## config.mk

```make
export PLATFORM = sky130hd
export DESIGN_NAME = imem_arbiter
export DESIGN_NICKNAME = d
export VERILOG_FILES = /design/src/rtl/imem_arbiter.sv
export SDC_FILE = /design/constraint.sdc
export NUM_CORES = 1
export LEC_CHECK = 0
export ABC_AREA = 1
export CORE_AREA = 2 2 78 80
export CTS_BUF_LIST = sky130_fd_sc_hd__clkbuf_8
export CTS_CLUSTER_DIAMETER = 30
export DETAILED_ROUTE_END_ITERATION = 8
export DIE_AREA = 0 0 80 82
export PLACE_DENSITY = 0.77
export SLEW_MARGIN = 20
export SYNTH_ARGS = -nofsm -noshare
export SYNTH_HDL_FRONTEND = slang
export SYNTH_SLANG_ARGS = --single-unit
```

## constraint.sdc

```tcl
create_clock -name clk -period 2.5 [get_ports clk]
set_clock_uncertainty 0.15 [all_clocks]
set_input_delay 0.25 -clock clk [delete_from_list [all_inputs] [get_ports clk]]
set_output_delay 0.25 -clock clk [all_outputs]
set_load 0.005 [all_outputs]
```

## src/rtl/imem_arbiter.sv

```systemverilog
// Arbitrates one single-port synchronous RAM between instruction fetch and load/store.
// Data wins ties until MAX_DATA_RUN consecutive data grants have made fetch wait.
module imem_arbiter #(
    parameter int ADDR_WIDTH   = 9,
    parameter int WORD_WIDTH   = 32,
    parameter int MAX_DATA_RUN = 3
) (
    input  logic                  clk,
    input  logic                  rst,
    input  logic                  i_req,
    input  logic [ADDR_WIDTH-1:0] i_addr,
    output logic                  i_gnt,
    output logic                  i_stall,
    output logic [WORD_WIDTH-1:0] i_rdata,
    output logic                  i_rvalid,
    input  logic                  d_req,
    input  logic                  d_we,
    input  logic [ADDR_WIDTH-1:0] d_addr,
    input  logic [WORD_WIDTH-1:0] d_wdata,
    output logic                  d_gnt,
    output logic [WORD_WIDTH-1:0] d_rdata,
    output logic                  d_rvalid,
    output logic [ADDR_WIDTH-1:0] mem_addr,
    output logic                  mem_we,
    output logic [WORD_WIDTH-1:0] mem_wdata,
    input  logic [WORD_WIDTH-1:0] mem_rdata
);

    typedef enum logic [1:0] {
        OWN_NONE = 2'd0,
        OWN_INST = 2'd1,
        OWN_DATA = 2'd2
    } own_t;

    localparam logic [3:0] MAX_RUN = 4'(MAX_DATA_RUN);

    own_t       own_q, own_d;
    logic [3:0] run_cnt_q, run_cnt_d;

    // Grants are suppressed during reset so no RAM access or store can slip out.
    always_comb begin
        i_gnt = 1'b0;
        d_gnt = 1'b0;
        if (!rst) begin
            if (d_req && (!i_req || (run_cnt_q < MAX_RUN))) begin
                d_gnt = 1'b1;
            end else if (i_req) begin
                i_gnt = 1'b1;
            end
        end
    end

    always_comb begin
        run_cnt_d = run_cnt_q;
        if (i_gnt) begin
            run_cnt_d = 4'd0;
        end else if (d_gnt && i_req) begin
            run_cnt_d = (run_cnt_q < MAX_RUN) ? run_cnt_q + 4'd1 : MAX_RUN;
        end else if (!i_req && d_req) begin
            run_cnt_d = 4'd0;
        end
    end

    // Owner of the read word returning next cycle; stores return nothing.
    always_comb begin
        own_d = OWN_NONE;
        if (i_gnt) begin
            own_d = OWN_INST;
        end else if (d_gnt && !d_we) begin
            own_d = OWN_DATA;
        end
    end

    always_ff @(posedge clk) begin
        if (rst) begin
            own_q     <= OWN_NONE;
            run_cnt_q <= 4'd0;
        end else begin
            own_q     <= own_d;
            run_cnt_q <= run_cnt_d;
        end
    end

    assign i_stall   = i_req & ~i_gnt;
    assign mem_addr  = d_gnt ? d_addr : i_addr;
    assign mem_we    = d_gnt & d_we;
    assign mem_wdata = d_wdata;
    assign i_rdata   = mem_rdata;
    assign d_rdata   = mem_rdata;
    assign i_rvalid  = (own_q == OWN_INST);
    assign d_rvalid  = (own_q == OWN_DATA);

endmodule

```

* After elaboration in Yosys (flattened, before gate mapping)
Cells that the tools add are included.
** Operators by class
- Multiplexer cells :: 11
- Reductions and logical operators :: 9
- Equal/unequal tests :: 2
- Bitwise gates (word level) :: 3
- Order comparisons :: 1
- $add $sub $neg :: 1
** Operators with widths (count)
- $mux W4 :: 3
- $mux W9 :: 1
- $mux W1 :: 6
- $add A4 B1 Y4 const B :: 1
- $logic_and A1 B1 Y1 :: 4
- $lt A4 B2 Y1 const B :: 1
- $and A1 B1 Y1 :: 2
- $eq A2 B1 Y1 const B :: 1
- $eq A2 B2 Y1 const B :: 1
- $logic_not A1 Y1 :: 2
- $mux W2 :: 1
- $reduce_bool A2 Y1 :: 1
- $reduce_or A2 Y1 :: 1
- $logic_or A1 B1 Y1 :: 1
- $not A1 Y1 :: 1
** Word-level totals
- Output and inout port bits :: 111
- Flip-flop bits (word level) :: 6
- Word-level logic and storage cells :: 30
- Input port bits :: 87

* Longest topological paths before layout
- Depth in word-level cells :: 8
- Gate-level depth with buffers :: 8
- Depth with buffers taken out :: 8

* Worst setup path after synthesis
OpenSTA, ideal clock, no wires.
- Path type :: register -> output
- Start point :: register run_cnt_q[0]
- End point :: output port mem_addr[0]
- Required time :: 2100 ps
- Setup slack :: 1020 ps
- Data arrival time :: 1080 ps
- Stages on the path, launching flop included :: 9
- Path buffers :: 1
- Cells stage by stage :: dfxtp_1 -> ha_1 -> inv_1 -> nand3_2 -> nand2_4 -> nand2_4 -> buf_6 -> nand2_1 -> nand2_1
** On the way
- Longest elaborated chain between the ends :: 6
** Ends and longest elaborated chain
- from (decl) :: RTL line 38 : logic [3:0] run_cnt_q, run_cnt_d;
- from (signal assigned) :: RTL line 80 : run_cnt_q <= run_cnt_d;
- $lt A4 B2 Y1 :: RTL line 45 : if (d_req && (!i_req || (run_cnt_q < MAX_RUN))) begin
- $logic_or A1 B1 Y1 :: RTL line 45
- $logic_and A1 B1 Y1 :: RTL line 45
- $mux W1 :: RTL line 45
- $mux W1 :: RTL line 44 : if (!rst) begin
- $mux W9 :: RTL line 85 : assign mem_addr = d_gnt ? d_addr : i_addr;
- to (decl) :: RTL line 23 : output logic [ADDR_WIDTH-1:0] mem_addr,
Every way passes these cells.

* Final worst setup path
- Start point :: input port i_req
- End point :: output port mem_addr[6]
** On the way
- Longest elaborated chain between the ends :: 6
** Ends and longest elaborated chain
- from (decl) :: RTL line 10 : input logic i_req,
- $logic_not A1 Y1 :: RTL line 45
- $logic_or A1 B1 Y1 :: RTL line 45
- $logic_and A1 B1 Y1 :: RTL line 45
- $mux W1 :: RTL line 45
- $mux W1 :: RTL line 44
- $mux W9 :: RTL line 85
Every way passes these cells.

==> results by group <==
Synthesis
  – Mux cell area share after synthesis: 0%
  – Cell variety after synth: 20
  – Cell Area, Synth: roughly 0.0012 mm2
  – Synth Area in Adders: 1.07%
  – Syn Nets: 256
  – Most frequent cells after synthesis: 96 x buf_4, 28 x nand2_1, 9 x inv_1, 6 x dfxtp_1, 5 x nand4_1
  – Synthesized flop and latch total: 6
  – Largest family of logic cells by synthesized area: buffers and inverters
  – Simple-gate portion of the synthesized area: 21.1%
  – Yosys top cell by area: buf_4
  – Post-Synthesis Cells: 168
  – Post-Synth XOR/XNOR Area: 0%
  – Post-synthesis sequential area ratio: between 10% and 20%
  – Post-synth EDFFs: 0
  – Async SR Flop Fraction: 0%
  – Cell with the most instances after synthesis: buf_4
  – Total of warnings raised by yosys: 0
  – Syn Area/Cell: between 6 and 7 um2
  – Synth area leaders: buf_4 62%, dfxtp_1 10%, nand2_1 9.0%, inv_1 2.9%, nand4_1 2.7%
  – Commonest register cell after synthesis: dfxtp_1
  – Compound-Gate Fraction of Synth Area: approximately 1.3%
  – Share of the synthesized area in the top cell type: between 60 and 70%

Power and ir drop
  – Flop pwr share: roughly 28%
  – Design Power: between 300 and 400 uW
  – PwrDens: roughly 380 mW/mm2
  – Peak VDD IR: roughly 0.18 mV
  – Clk network pwr share: 40.3%
  – Int Pwr: 276 uW
  – Sw Pwr: 87.8 uW
  – Leak: ~0.00042 uW
  – Share of total power in combinational logic: about 32%
  – Switching fraction of total power: between 20% and 30%

Setup path
  – Slack of the worst reg-to-reg path: approximately 1.1 ns
  – CP Launch Type: primary input
  – Cell depth of the worst setup path: 9
  – Critical path cell sequence: clkdlybuf4s50_1, inv_2, nand2_2, nand2_4, nand2_4, inv_6, nand2_1, nand2_1, clkdlybuf4s50_1
  – Worst Path Arrival: approximately 2.0 ns
  – Setup CP Type: primary input to output port
  – Max FO, Critical Path: 12
  – R2R depth: 7
  – Buf/Inv on CP: 4
  – CP max stage delay: roughly 0.5 ns
  – Critical path's slowest cell: clkdlybuf4s50_1
  – Worst r2r dst: run_cnt_q[1]
  – Top delay family on crit path: buffers and inverters
  – Reg2reg start: run_cnt_q[0]
  – Crit path capture type: output port
  – CP required: between 2 and 2.5 ns

Floorplan
  – Initial Util: between 20% and 30%
  – I/O pin cnt: a little under 200
  – Placeable Area: between 0.005 and 0.006 mm2
  – Die Span Y: 82 um
  – Rows: 28
  – Die Span X: 80 um
  – Total die area: 0.00656 mm2

Layout
  – Share of post-route cells with drive strength above 1: 12.4%
  – Final layout net count: just over 200
  – Final design utilization: 16.7%
  – N_diodes: 0
  – Fillers: roughly 670
  – Area Overhead vs Synth: -17.9%
  – Finished layout cell area: slightly below 0.001 mm2

Timing
  – Fin crit period: between 2 and 2.5 ns
  – Setup TNS: 0 ns
  – Slew @ Worst Pin: roughly 0.25 ns
  – RSZ-0062 raised after global routing: false
  – Slew Limit Headroom: between 80% and 90%
  – Fmax: 422 MHz
  – Final Setup Violations: 0
  – Final worst slack: roughly 0.13 ns
  – Final slew viol count: 0
  – Period utilization: between 90 and 100%
  – Final hold violations: 0

Min path
  – Hold EP: mem_wdata[10]
  – Hold depth: 0
  – HP Start: d_wdata[10]
  – Hold Path Class: primary input to output port

Status
  – Status: finished clean

Placement
  – Post-DP Area: roughly 900 um2
  – GP Congestion: roughly 0.74
  – Hpwl dp: 1530 um
  – Dpl ws: 0.120 ns
  – Port bufs: 37

Clocking
  – Hold_buf cts: 0
  – CTS tree: done
  – Clk Latency, worst-skew pair: ~0.23 ns
  – Num CTS Buffers: 3
  – H-tree Lvls: 1
  – Clk buf depth: 2
  – Total clock sinks: 6
  – Root Driver: clkbuf_8

Global route
  – First-pass GRT wire length: approximately 2800 um
  – Initial antenna violation count: 0
  – Vias in the first global route: approximately 630
  – Total grt overflow: 0
  – Largest net degree at the start of global routing: 13
  – GRT Total Usage: 5.47%

Routing
  – Initial DRC count: 13
  – Antenna viol nets, final: 0
  – DRC Markers: 0
  – Drt pass-1 iters: 4
  – Vias: between 600 and 700
  – Vias/cell: between 3 and 4
  – Post-Route WL: around 2000 um
  – DR WL/cell: approximately 10 um

Run
  – Maxcap violations: 0
## cell families after synthesis
group | Yosys count
adders and majority gates | 1
buffers and inverters | 108
AOI/OAI and AO/OA | 3
DFF | 6
and+or+nand+nor | 50
## power by group through the flow
stage | registers [uW] | logic [uW] | clock network [uW]
finish | 100 | 117 | 147
CTS | 99.9 | 115 | 150
global placement | 101 | 114 | 0
floorplan | 101 | 164 | 0
global route | 100 | 129 | 159
detailed placement | 101 | 114 | 0
## repair_timing
action	CTS	global route
setup endpoints to repair	0	9
setup buffers	0	2
endpoints found under the hold margin	0	0
gates resized for setup	0	1
## cell type report
type | instances | area, um2 | area share (%)
multi-input cells | 54 | 274 | 28.5
flip-flops and latches | 6 | 120 | 12.5
clock buffers | 3 | 41.3 | 4.30
well taps | 75 | 93.8 | 9.77
inverters | 11 | 46.3 | 4.82
repair buffers | 39 | 385 | 40.1
## how the worst max path moves through the flow
stage	slack, ns	startpoint	end
floorplan	1.02	run_cnt_q[0]	mem_addr[0]
global placement	0.15	i_req	mem_addr[6]
detailed placement	0.12	i_req	mem_addr[6]
CTS	0.08	i_req	mem_addr[6]
global route	0.01	i_req	mem_addr[3]
finish	0.13	i_req	mem_addr[6]
## placed cells by master (no fill, tap or decap), drive strengths merged
cell type	netlist	layout
clkdlybuf4s50	0	37
nand2	31	31
inv	11	11
nor2	7	7
dfxtp	6	6
nand4	5	5
nand3	4	4
clkbuf	0	3
nor3	2	2
a21oi	2	2
buf	97	2
nand3b	1	1
o21ai	1	1
ha	1	1
## layer usage
layer  GRT usage, %  part of all wire, %  wire [um]
met5              0                    0          0
met2           7.08                   42        828
met3           2.42                   16        305
met1           4.83                   30        599
met4           9.66                   12        234
## state kept, by name, summed over array words and instances (netlist names)
signal / flops
run_cnt_q: 4
own_q: 2
## stage by stage
stage	cells	hold slack (ns)
6_report	188	0.350
5_1_grt	188	0.350
4_1_cts	186	0.350
3_5_place_dp	183	0.350
3_3_place_gp	183	0.337
2_1_floorplan	168	0.167
## worst reg2reg max path: cells and delay by family, from the launching register on
family                   cells  cell delay [ns]
flip-flops                   1             0.32
AO/OA/AOI/OAI                1             0.08
buffers and inverters        1             0.12
AND/OR/NAND/NOR              4             0.39
adder cells (fa/ha/maj)      1             0.19
No activity file was read; power rests on OpenSTA's default activity.
